File: config.mk
export PLATFORM = sky130hd
export DESIGN_NAME = al_clkdiv_seq_ctrl
export DESIGN_NICKNAME = d
export VERILOG_FILES = /design/src/rtl/al_clkdiv_seq_ctrl.sv
export SDC_FILE = /design/constraint.sdc
export NUM_CORES = 1
export LEC_CHECK = 0
export ABC_AREA = 1
export CAP_MARGIN = 10
export CORE_UTILIZATION = 30
export CTS_BUF_LIST = sky130_fd_sc_hd__clkbuf_4 sky130_fd_sc_hd__clkbuf_8
export CTS_CLUSTER_DIAMETER = 150
export DETAILED_ROUTE_END_ITERATION = 10
export PLACE_DENSITY = 0.52
export SYNTH_ARGS = -nofsm -noshare
export SYNTH_HDL_FRONTEND = slang
export SYNTH_SLANG_ARGS = --single-unit
File: constraint.sdc
create_clock -name clki -period 2 [get_ports clki]
set_input_delay 0.2 -clock clki [delete_from_list [all_inputs] [get_ports clki]]
set_output_delay 0.2 -clock clki [all_outputs]
set_load 0.01 [all_outputs]
File: src/rtl/al_clkdiv_seq_ctrl.sv
// al_clkdiv_seq_ctrl: IO clock leg sequencer (stop -> reset -> hold -> release -> resume).
// Optional PLL lock supervision is enabled by defining AL_CLKSEQ_LOCK_EN.
module al_clkdiv_seq_ctrl #(
  parameter int STOP_CYC = 4,
  parameter int RST_CYC  = 8,
  parameter int RLS_CYC  = 4,
  parameter int CNT_W    = 8
) (
  input  logic       clki,
  input  logic       rst,
`ifdef AL_CLKSEQ_LOCK_EN
  input  logic       pll_lock,
`endif
  input  logic       req,
  output logic       busy,
  output logic       done,
  output logic       ioclk_stop,
  output logic       div_rst,
  output logic       div_rls,
  output logic [2:0] state_o
);
  typedef enum logic [2:0] {
    S_IDLE  = 3'd0,
    S_STOP  = 3'd1,
    S_RESET = 3'd2,
    S_HOLD  = 3'd3,
    S_RLS   = 3'd4
  } state_t;
  localparam logic [CNT_W-1:0] D_STOP = (STOP_CYC <= 1) ? '0 : CNT_W'(STOP_CYC - 1);
  localparam logic [CNT_W-1:0] D_RST  = (RST_CYC  <= 1) ? '0 : CNT_W'(RST_CYC - 1);
  localparam logic [CNT_W-1:0] D_RLS  = (RLS_CYC  <= 1) ? '0 : CNT_W'(RLS_CYC - 1);
  state_t           r_state, w_nxt;
  logic [CNT_W-1:0] r_cnt, w_cnt_nxt, w_dwell;
  logic             r_pend, r_fresh, w_pend_nxt, w_req, w_lock, w_last, w_enter;
`ifdef AL_CLKSEQ_LOCK_EN
  logic [1:0] r_sync;
  logic       r_lock_d;
  always_ff @(posedge clki) begin
    if (rst) begin
      r_sync   <= '0;
      r_lock_d <= 1'b0;
    end else begin
      r_sync   <= {r_sync[0], pll_lock};
      r_lock_d <= r_sync[1];
    end
  end
  assign w_lock = r_sync[1];
  assign w_req  = req | (r_state == S_IDLE && r_lock_d && !w_lock);
`else
  assign w_lock = 1'b1;
  assign w_req  = req;
`endif
  // r_fresh marks the STOP state left by reset: its dwell starts on the first edge out of reset
  assign w_last  = r_cnt == '0 && !r_fresh;
  assign w_enter = w_nxt != r_state;
  assign w_dwell = (w_nxt == S_STOP || w_nxt == S_RLS) ? D_STOP :
                   (w_nxt == S_RESET) ? D_RST :
                   (w_nxt == S_HOLD)  ? D_RLS : '0;
  always_comb begin
    w_nxt = r_state;
    case (r_state)
      S_IDLE:  w_nxt = r_pend ? S_STOP : S_IDLE;
      S_STOP:  w_nxt = (w_last && w_lock) ? S_RESET : S_STOP;
      S_RESET: w_nxt = w_last ? S_HOLD : S_RESET;
      S_HOLD:  w_nxt = w_last ? S_RLS : S_HOLD;
      S_RLS:   w_nxt = w_last ? S_IDLE : S_RLS;
      default: w_nxt = S_STOP;
    endcase
    if (!w_lock && r_state != S_IDLE && r_state != S_STOP) w_nxt = S_STOP;
  end
  assign w_cnt_nxt  = w_enter ? w_dwell :
                      r_fresh ? D_STOP :
                      (r_cnt != '0) ? r_cnt - 1'b1 : '0;
  assign w_pend_nxt = (w_enter && w_nxt == S_STOP) ? 1'b0 : (r_pend | w_req);
  always_ff @(posedge clki) begin
    if (rst) begin
      r_state    <= S_STOP;
      r_cnt      <= '0;
      r_pend     <= 1'b0;
      r_fresh    <= 1'b1;
      ioclk_stop <= 1'b1;
      div_rst    <= 1'b0;
      div_rls    <= 1'b0;
      busy       <= 1'b1;
      done       <= 1'b0;
    end else begin
      r_state    <= w_nxt;
      r_cnt      <= w_cnt_nxt;
      r_pend     <= w_pend_nxt;
      r_fresh    <= 1'b0;
      ioclk_stop <= w_nxt != S_IDLE;
      div_rst    <= w_nxt == S_RESET;
      div_rls    <= w_nxt == S_IDLE || w_nxt == S_RLS;
      busy       <= w_nxt != S_IDLE;
      done       <= w_nxt == S_IDLE && r_state == S_RLS;
    end
  end
  assign state_o = r_state;
endmodule

Word level (Yosys, flattened, before mapping) --
Index checks and enable logic that the tools add are counted.
Operators by class: $add $sub $neg 1, multipliers 0, div/mod/pow operators 0, order comparisons 0, equal/unequal tests 9, shift-type cells 0, multiplexer cells 13, bitwise gates (word level) 1, reductions and logical operators 12
Operators with widths (count):
- 8-bit two-way mux | 3
- 3-bit case mux with 5 select lines | 1
- 3-bit by 2-bit == test with 1-bit output, second input constant | 4
- 3-bit two-way mux | 4
- 8-bit logical NOT | 1
- 8-bit nonzero test | 1
- 8-bit by 1-bit subtractor with 8-bit output, second input constant | 1
- 3-bit by 1-bit == test with 1-bit output, second input constant | 2
- 3-bit == test, second input constant | 2
- 3-bit logical NOT | 2
- 2-bit two-way mux | 2
- 1-bit logical AND | 3
- 1-bit two-way mux | 3
- 3-bit != test | 1
- 3-bit nonzero test | 1
- 1-bit logical OR | 2
- 2-bit OR reduction | 1
- 1-bit logical NOT | 1
- 1-bit OR | 1
Storage, ports and cells: register bits after elaboration 17, bits in latches 0, bits in writable memories 0, ROM bits 0, input bits 3, output and inout bits 8, logic and storage cells 44, memories 0

Longest topological paths before layout --
Gate-level depths: netlist (run 1).
depth in word-level cells 9, depth in mapped cells 13, mapped depth without buffers 13

Worst setup path after synthesis (run 1) --
OpenSTA, ideal clock, no wires.
path kind register to register, start point register r_cnt[0], end point register r_cnt[0], data arrival time 1323 ps, required time 1882 ps, path slack 559 ps, cell stages (with the launch flop) 12, buffers on the path 0, clock period less this slack 1441 ps, cell sequence dfxtp_1 > inv_1 > ha_1 > nand2_1 > nor2_4 > nand3_1 > nand2_1 > nand2_1 > nand2_2 > nand3_2 > nand3_1 > o21ai_1
Between the ends: word-level cells in the longest chain between the ends 9
RTL lines:
- from (decl) | line 33 | logic [CNT_W-1:0] r_cnt, w_cnt_nxt, w_dwell;
- from (signal assigned) | line 88 | r_cnt <= w_cnt_nxt;
- 8-bit logical NOT | line 54 | assign w_last = r_cnt == '0 && !r_fresh;
- 1-bit logical AND | line 54
- 3-bit two-way mux, or another cell as far along | line 65 | S_HOLD: w_nxt = w_last ? S_RLS : S_HOLD;
- 3-bit case mux with 5 select lines | line 61 | case (r_state)
- 3-bit by 2-bit == test with 1-bit output | line 58 | (w_nxt == S_HOLD) ? D_RLS : '0;
- 2-bit two-way mux | line 58
- 3-bit two-way mux | line 57 | (w_nxt == S_RESET) ? D_RST :
- 3-bit two-way mux | line 56 | assign w_dwell = (w_nxt == S_STOP || w_nxt == S_RLS) ? D_STOP :
- 8-bit two-way mux * | line 71 | assign w_cnt_nxt = w_enter ? w_dwell :
Every way passes the cells marked *; elsewhere a longest branch is shown, timed or not. A chain may end at the register's enable or synchronous reset.

Worst setup path in the final report (run 1) --
Same ends and word-level chain as after synthesis.

==> results of run 1 <==
sequential cells by signal (all words and copies together) (netlist names):
signal / count
div_rls: 1
div_rst: 1
done: 1
ioclk_stop: 1
r_cnt: 8
r_fresh: 1
r_pend: 1
state_o: 3
critical path, cell delays in order, from the launching register on:
cell and delay (ps):
dfxtp_1 340, inv_1 80, ha_1 160, nand2_1 90, nor2_4 210, nand3_1 110
nand2_1 100, nand2_1 80, inv_1 120, nand3_1 90, nand3_1 110, o21ai_1 70
per-layer routing:
| metal | GRT usage [%] | vias to the layer above |
|---|---|---|
| met5 | 0 | - |
| met4 | 8.929 | 0 |
| met3 | 2.810 | 6 |
| met2 | 17.90 | 12 |
| li1 | - | 386 |
| met1 | 15.24 | 326 |
kinds of logic (layout without fill, tap and decap cells):
group	after synthesis	after routing	share of synthesized area, %
buf+inv	16	29	7.500
compound gates	9	9	5.736
xor+xnor	4	4	4.118
flops	17	17	40.00
simple gates	65	65	39.71
fa+ha+maj	2	2	2.941
area by class of cell:
cell class              instances  share of cell area [%]
multi-input cells              80                   44.18
flip-flops and latches         17                   33.66
repair buffers                 10                   9.901
inverters                      15                   5.569
well taps                      30                   3.713
clock buffers                   4                   2.970
final timing paths:
kind	from	endpoint	slack, ps	cells past startpoint
worst min-delay path	rst	r_fresh	470	1
worst min register to register	r_cnt[3]	r_cnt[3]	500	2
worst max register to register	r_cnt[0]	r_cnt[0]	350	11
worst max-delay path	r_cnt[0]	r_cnt[0]	350	11
metrics by stage:
stage	utilization, %	instance area, um2	instances	hold slack [ps]	power (uW)
after floorplan	-	850.8	113	227.7	1219
after global placement	38.21	980.9	152	480.1	1422
after detailed placement	38.21	980.9	152	489.3	1428
after CTS	39.38	1011	156	465.6	1642
after global routing	39.38	1011	156	475.4	1790
final	39.38	1011	156	471.2	1619
power groups by stage:
stage	registers [uW]	clock network [uW]	logic [uW]
2_1_floorplan	497	0	722
3_3_place_gp	492	0	931
3_5_place_dp	493	0	934
4_1_cts	486	217	939
5_1_grt	495	231	1060
6_report	486	206	927
cells in the mapped netlist:
library cell and number:
nand2_1 24, dfxtp_1 17, nor2_1 16, inv_1 12
nand3_1 6, nand3_2 5, o21ai_0 4, nand2_2 3
nor2_2 3, xor2_1 3, a21oi_1 2, ha_1 2
inv_2 2, nor3_1 2, o21ai_1 2, a21oi_2 1
buf_4 1, clkinv_1 1, nand3b_1 1, nand4_1 1
nand4_2 1, nor2_4 1, nor3_2 1, nor4_2 1
xnor2_1 1
layout by cell type, fill, tap and decap left out, drive strengths merged:
| master | Yosys | final |
|---|---|---|
| ha | 2 | 2 |
| clkinv | 1 | 1 |
| nor3 | 3 | 3 |
| a21oi | 3 | 3 |
| clkdlybuf4s50 | 0 | 10 |
| xor2 | 3 | 3 |
| o21ai | 6 | 6 |
| clkbuf | 0 | 4 |
| nor4 | 1 | 1 |
| nand2 | 27 | 27 |
| nand4 | 2 | 2 |
| nand3 | 11 | 11 |
| xnor2 | 1 | 1 |
| inv | 14 | 14 |
| dfxtp | 17 | 17 |
| nor2 | 20 | 20 |
| nand3b | 1 | 1 |
==> metrics.md, run 1 <==
| Metric | Value |
|---|---|
| Area of the multi-input gates | `about 450 um2` |
| Combinational power share | `57.2%` |
| # IOs | `11` |
| P_int | `867.1 uW` |
| Vias in the first global route | `between 600 and 700` |
| PnR worst setup slack | `352.1 ps` |
| Max-cap violation count | `0` |
| Synthesis-stage register bit count | `17` |
| Initial antenna violation count | `0` |
| # diodes | `0` |
| Hold Violations, Final | `0` |
| Final ANT Viol Nets | `0` |
| # DRC | `0` |
| DRT met1 WL | `approximately 840 um` |
| Vias | `730` |
| CTS resizes | `0` |
| Synthesized Nets | `about 120` |
| Worst vdd ir | `around 0.56 mV` |
| Clk buf depth | `2` |
| Worst Path Arrival | `roughly 1900 ps` |
| CTS tree | `yes` |
| Slew margin rel. | `around 79%` |
| CTS root buffer | `clkbuf_4` |
| TritonCTS buffer count | `3` |
| Register area | `roughly 340 um2` |
| Clk sinks | `17` |
| Worst-Margin Slew | `between 300 and 400 ps` |
| Worst hold path type | `input pin to register` |
| P per Cell Area | `roughly 1600 mW/mm2` |
| Worst path required time | `between 2000 and 2500 ps` |
| Buffers on Ports | `10` |
| Ranking of synthesized cells by area | `dfxtp_1, nand2_1, nor2_1, nand3_2, inv_1` |
| Largest net degree at the start of global routing | `10` |
| Area grow syn2layout | `18.82%` |
| Switching share of power | `between 40% and 50%` |
| Fin Clk Skew | `approximately 3.0 ps` |
| First-pass GRT wire length | `around 2.9 mm` |
| 1st-pass router iterations | `4` |
| Status | `finished clean` |
| CTS clk-pin slew, worst paths | `approximately 100 ps` |
| Worst Path Class, Setup | `register to register` |
| Final setup viols | `0` |
| Clk Latency, worst-skew pair | `~300 ps` |
| Wire per inst | `between 10 and 15 um` |
| Mapped Cells | `about 110` |
| Max-slew violations | `0` |
| Unique cell type count in the Yosys netlist | `25` |
| Die Y | `~55 um` |
| Avg Cell Area, Syn | `7.529 um2` |
| Crit-path max FO | `8` |
| Fraction of layout cells with a size suffix above 1 | `between 10% and 20%` |
| Flop pwr share | `30.0%` |
| Clock Power Share | `about an eighth` |
| Fmax | `between 600 and 700 MHz` |
| WL met2 | `roughly 740 um` |
| Synth top area share | `40.00%` |
| Initial Utilization | `33.14%` |
| Switching pwr | `approximately 750 uW` |
| Rows | `18` |
| Warnings, synthesis | `0` |
| Global placer's final weighted congestion | `between 0.7 and 0.8` |
| Final worst path period need | `~1600 ps` |
| Tcrit/Tclk final | `a little over 80%` |
| Top cell type by total area after synthesis | `dfxtp_1` |
| Quantity of hold-fixing buffers added after cts | `0` |
| Post-place setup slack | `360.9 ps` |
| DP HPWL | `roughly 1.3 mm` |
| Total gr overflow | `0` |
| Post-synthesis cell area | `850.8 um2` |
| Fillers | `between 200 and 300` |
| Die Area | `just over 0.003 mm2` |
| Critical path launch point type | `register` |
| Leakage | `approximately 0.00045 uW` |
| Top layer used by detailed routing | `met4` |
| Placeable Area | `around 0.0026 mm2` |
| WL met3 | `60 um` |
| Via density | `4.679` |
| RSZ-0062 raised after global routing | `no` |
| Starting DRC count in detailed routing | `7` |
| Total negative slack | `0 ps` |
| Post-CTS Setup Bufs | `0` |
| Crit end category | `register` |
| Final wirelength | `1.688 mm` |
| Die width | `about 55 um` |
| Tot GR Track Use | `roughly 12%` |
| CTS H-tree depth | `1` |
| Nets@finish | `132` |
| Seq/Total Area, Yosys | `approximately 40%` |
(Power assumes the default switching activity.)
==> inputs of run 2 (changes only) <==
==> constraint.sdc (replaced) <==
create_clock -name clki -period 1.7 [get_ports clki]
set_input_delay 0.17 -clock clki [delete_from_list [all_inputs] [get_ports clki]]
set_output_delay 0.17 -clock clki [all_outputs]
set_load 0.01 [all_outputs]
==> metrics.md, run 2 (synthesized netlist as in run 1, its figures left out) <==
| Metric | Value |
|---|---|
| Largest net degree at the start of global routing | `12 (+2)` |
| Crit-path max FO | `7 (-1)` |
| Quantity of hold-fixing buffers added after cts | `0 (unchanged)` |
| Initial antenna violation count | `0 (unchanged)` |
| Worst Path Arrival | `1880 ps (+30 ps)` |
| Status | `finished clean` |
| Tcrit/Tclk final | `95.63% (+13 points)` |
| Hold Violations, Final | `0 (unchanged)` |
| Clk sinks | `17 (unchanged)` |
| Final ANT Viol Nets | `0 (unchanged)` |
| Final setup viols | `0 (unchanged)` |
| 1st-pass router iterations | `2 (-2)` |
| PnR worst setup slack | `74.30 ps (-277.8 ps)` |
| Fraction of layout cells with a size suffix above 1 | `28.91% (+11 points)` |
| CTS tree | `yes` |
| Area of the multi-input gates | `500.5 um2 (+12%)` |
| Most flop-heavy register | `r_cnt` |
| Max-cap violation count | `0 (unchanged)` |
| Post-layout util | `42.25% (+2.9 points)` |
| Die Y | `55.26 um (unchanged)` |
| Post-place setup slack | `59.31 ps (-301.6 ps)` |
| Vias in the first global route | `699 (+2.2%)` |
| Flip-flop count of the largest register after layout | `8 (unchanged)` |
| Global placer's final weighted congestion | `0.7502 (unchanged)` |
| Leakage | `0.0004517 uW (+0.72%)` |
| Die Area | `0.003053 mm2 (unchanged)` |
| Final worst path period need | `1626 ps (-22.22 ps)` |
| Fin Clk Skew | `7.975 ps (+4.994 ps)` |
| # IOs | `11 (unchanged)` |
| Placeable Area | `0.002567 mm2 (unchanged)` |
| Via density | `4.696 (+0.36%)` |
| Worst vdd ir | `0.9879 mV (+78%)` |
| First-pass GRT wire length | `2.911 mm (+1.4%)` |
| Tot GR Track Use | `12.06% (-0.037 points)` |
| Area grow syn2layout | `27.50%` |
| Clk Latency, worst-skew pair | `300 ps (about the same)` |
| # DRC | `0 (unchanged)` |
| Fmax | `615.1 MHz (+1.4%)` |
| Register area | `342.8 um2 (+0.74%)` |
| Wire per inst | `11.06 um (+2.2%)` |
| Worst path required time | `1950 ps (-250 ps)` |
| Clk buf depth | `2 (unchanged)` |
| Most frequent cells in the layout | `nand2_1, nor2_1, dfxtp_1` |
| Worst Path Class, Setup | `register to register` |
| Final Total Pwr | `2121 uW (+31%)` |
| Die width | `55.26 um (unchanged)` |
| Worst hold path type | `input pin to register` |
| # diodes | `0 (unchanged)` |
| Fin Hold WS | `422.9 ps (-48.30 ps)` |
| TritonCTS buffer count | `3 (unchanged)` |
| Crit end category | `register` |
| Critical path launch point type | `register` |
| Nets@finish | `134 (+1.5%)` |
| Rows | `18 (unchanged)` |
| Max-slew violations | `0 (unchanged)` |
| Worst-Margin Slew | `321.6 ps (+8.132 ps)` |
| Post-route cell area | `0.001085 mm2 (+7.3%)` |
| Commonest non-fill, non-tap cell in the layout | `nand2_1` |
| Initial Utilization | `33.14% (unchanged)` |
| RSZ-0062 raised after global routing | `yes` |
| Starting DRC count in detailed routing | `16 (+9)` |
| Fillers | `277 (-3.1%)` |
| DP HPWL | `1.274 mm (-1.4%)` |
| Placed instance area | `980.9 um2 (unchanged)` |
| Buffers on Ports | `10 (unchanged)` |
| CTS clk-pin slew, worst paths | `120 ps (+20 ps)` |
| Vias | `742 (+1.6%)` |
| P per Cell Area | `1956 mW/mm2 (+22%)` |
| CTS root buffer | `clkbuf_4` |
| Total gr overflow | `0 (unchanged)` |
| CTS H-tree depth | `1 (unchanged)` |
| Slew margin rel. | `78.40% (-0.59 points)` |
| Final wirelength | `1.748 mm (+3.6%)` |
==> run 2: changes by cell type in the layout (fill, tap and decap cells not counted), moves of 2 or more <==
| cell | previous run | this run |
|---|---|---|
| a21oi_1 | 2 | 0 |
| inv_2 | 2 | 4 |
| dfxtp_1 | 17 | 15 |
| nand3_1 | 6 | 4 |
| nand2_2 | 3 | 5 |
| buf_4 | 0 | 2 |
| nand2_1 | 24 | 22 |
| inv_1 | 12 | 9 |
| dfxtp_2 | 0 | 2 |
| a21oi_2 | 1 | 3 |
==> run 2: power breakdown <==
group / switching (uW) / total [uW] / internal [uW]
Clock: 148 / 238 / 89.7
Combinational: 784 / 1300 / 513
Sequential: 78.6 / 586 / 508
Total: 1010 / 2120 / 1110
==> run 2: repair_timing <==
item,CTS,global route
endpoints found under the setup margin,0,12
gates resized for setup,0,17
buffers inserted,0,2
hold endpoints to repair,0,0
==> run 2: layout make-up <==
class,instances,area share (%)
Inverter,15,5.421
Sequential cell,17,31.60
Clock buffer,3,2.076
Tap cell,30,3.460
Clock inverter,1,0.6920
Multi-Input combinational cell,80,46.14
Timing Repair Buffer,12,10.61
==> run 2: metal layers <==
| layer | part of all wire (%) | track usage (%) | vias to the layer above | routed length [um] |
|---|---|---|---|---|
| met5 | 0 | 0 | - | 0 |
| met4 | 0.74 | 5.000 | 0 | 13 |
| met3 | 3.1 | 4.918 | 2 | 54 |
| met2 | 47 | 18.76 | 10 | 824 |
| met1 | 49 | 14.70 | 341 | 856 |
| li1 | - | - | 389 | - |
==> run 2: path summary, 6_finish.rpt <==
path	from	endpoint	slack, ps	depth (start not counted)
hold reg to reg	r_cnt[3]	r_cnt[3]	510	2
setup reg to reg	r_cnt[0]	r_cnt[2]	70	12
setup / recovery	r_cnt[0]	r_cnt[2]	70	12
hold / removal	rst	r_fresh	420	1
==> run 2: stage by stage <==
stage | TNS [ps] | std cells
6_report | 0 | 158
5_1_grt | -158.4 | 158
4_1_cts | 0 | 156
3_5_place_dp | 0 | 152
3_3_place_gp | 0 | 152
2_1_floorplan | 0 | 113
==> run 2: critical path, stage by stage, from the launching register on <==
cell and delay, ps:
dfxtp_2 350, inv_2 70, ha_4 130, nand2_1 80
nor2_4 170, nand3_1 100, nand2_1 120, nand2_1 100
nand2_2 130, nand3_4 100, nand2_2 70, nand2_1 50
nor2_1 110
==> inputs of run 3 (changes only) <==
--- a/config.mk
+++ b/config.mk
@@ -6,7 +6,6 @@
 export NUM_CORES = 1
 export LEC_CHECK = 0
 export ABC_AREA = 1
-export CAP_MARGIN = 10
 export CORE_UTILIZATION = 30
 export CTS_BUF_LIST = sky130_fd_sc_hd__clkbuf_4 sky130_fd_sc_hd__clkbuf_8
 export CTS_CLUSTER_DIAMETER = 150
==> results of run 3 <==
Final layout, timing and power as in run 2 (identical DEF).
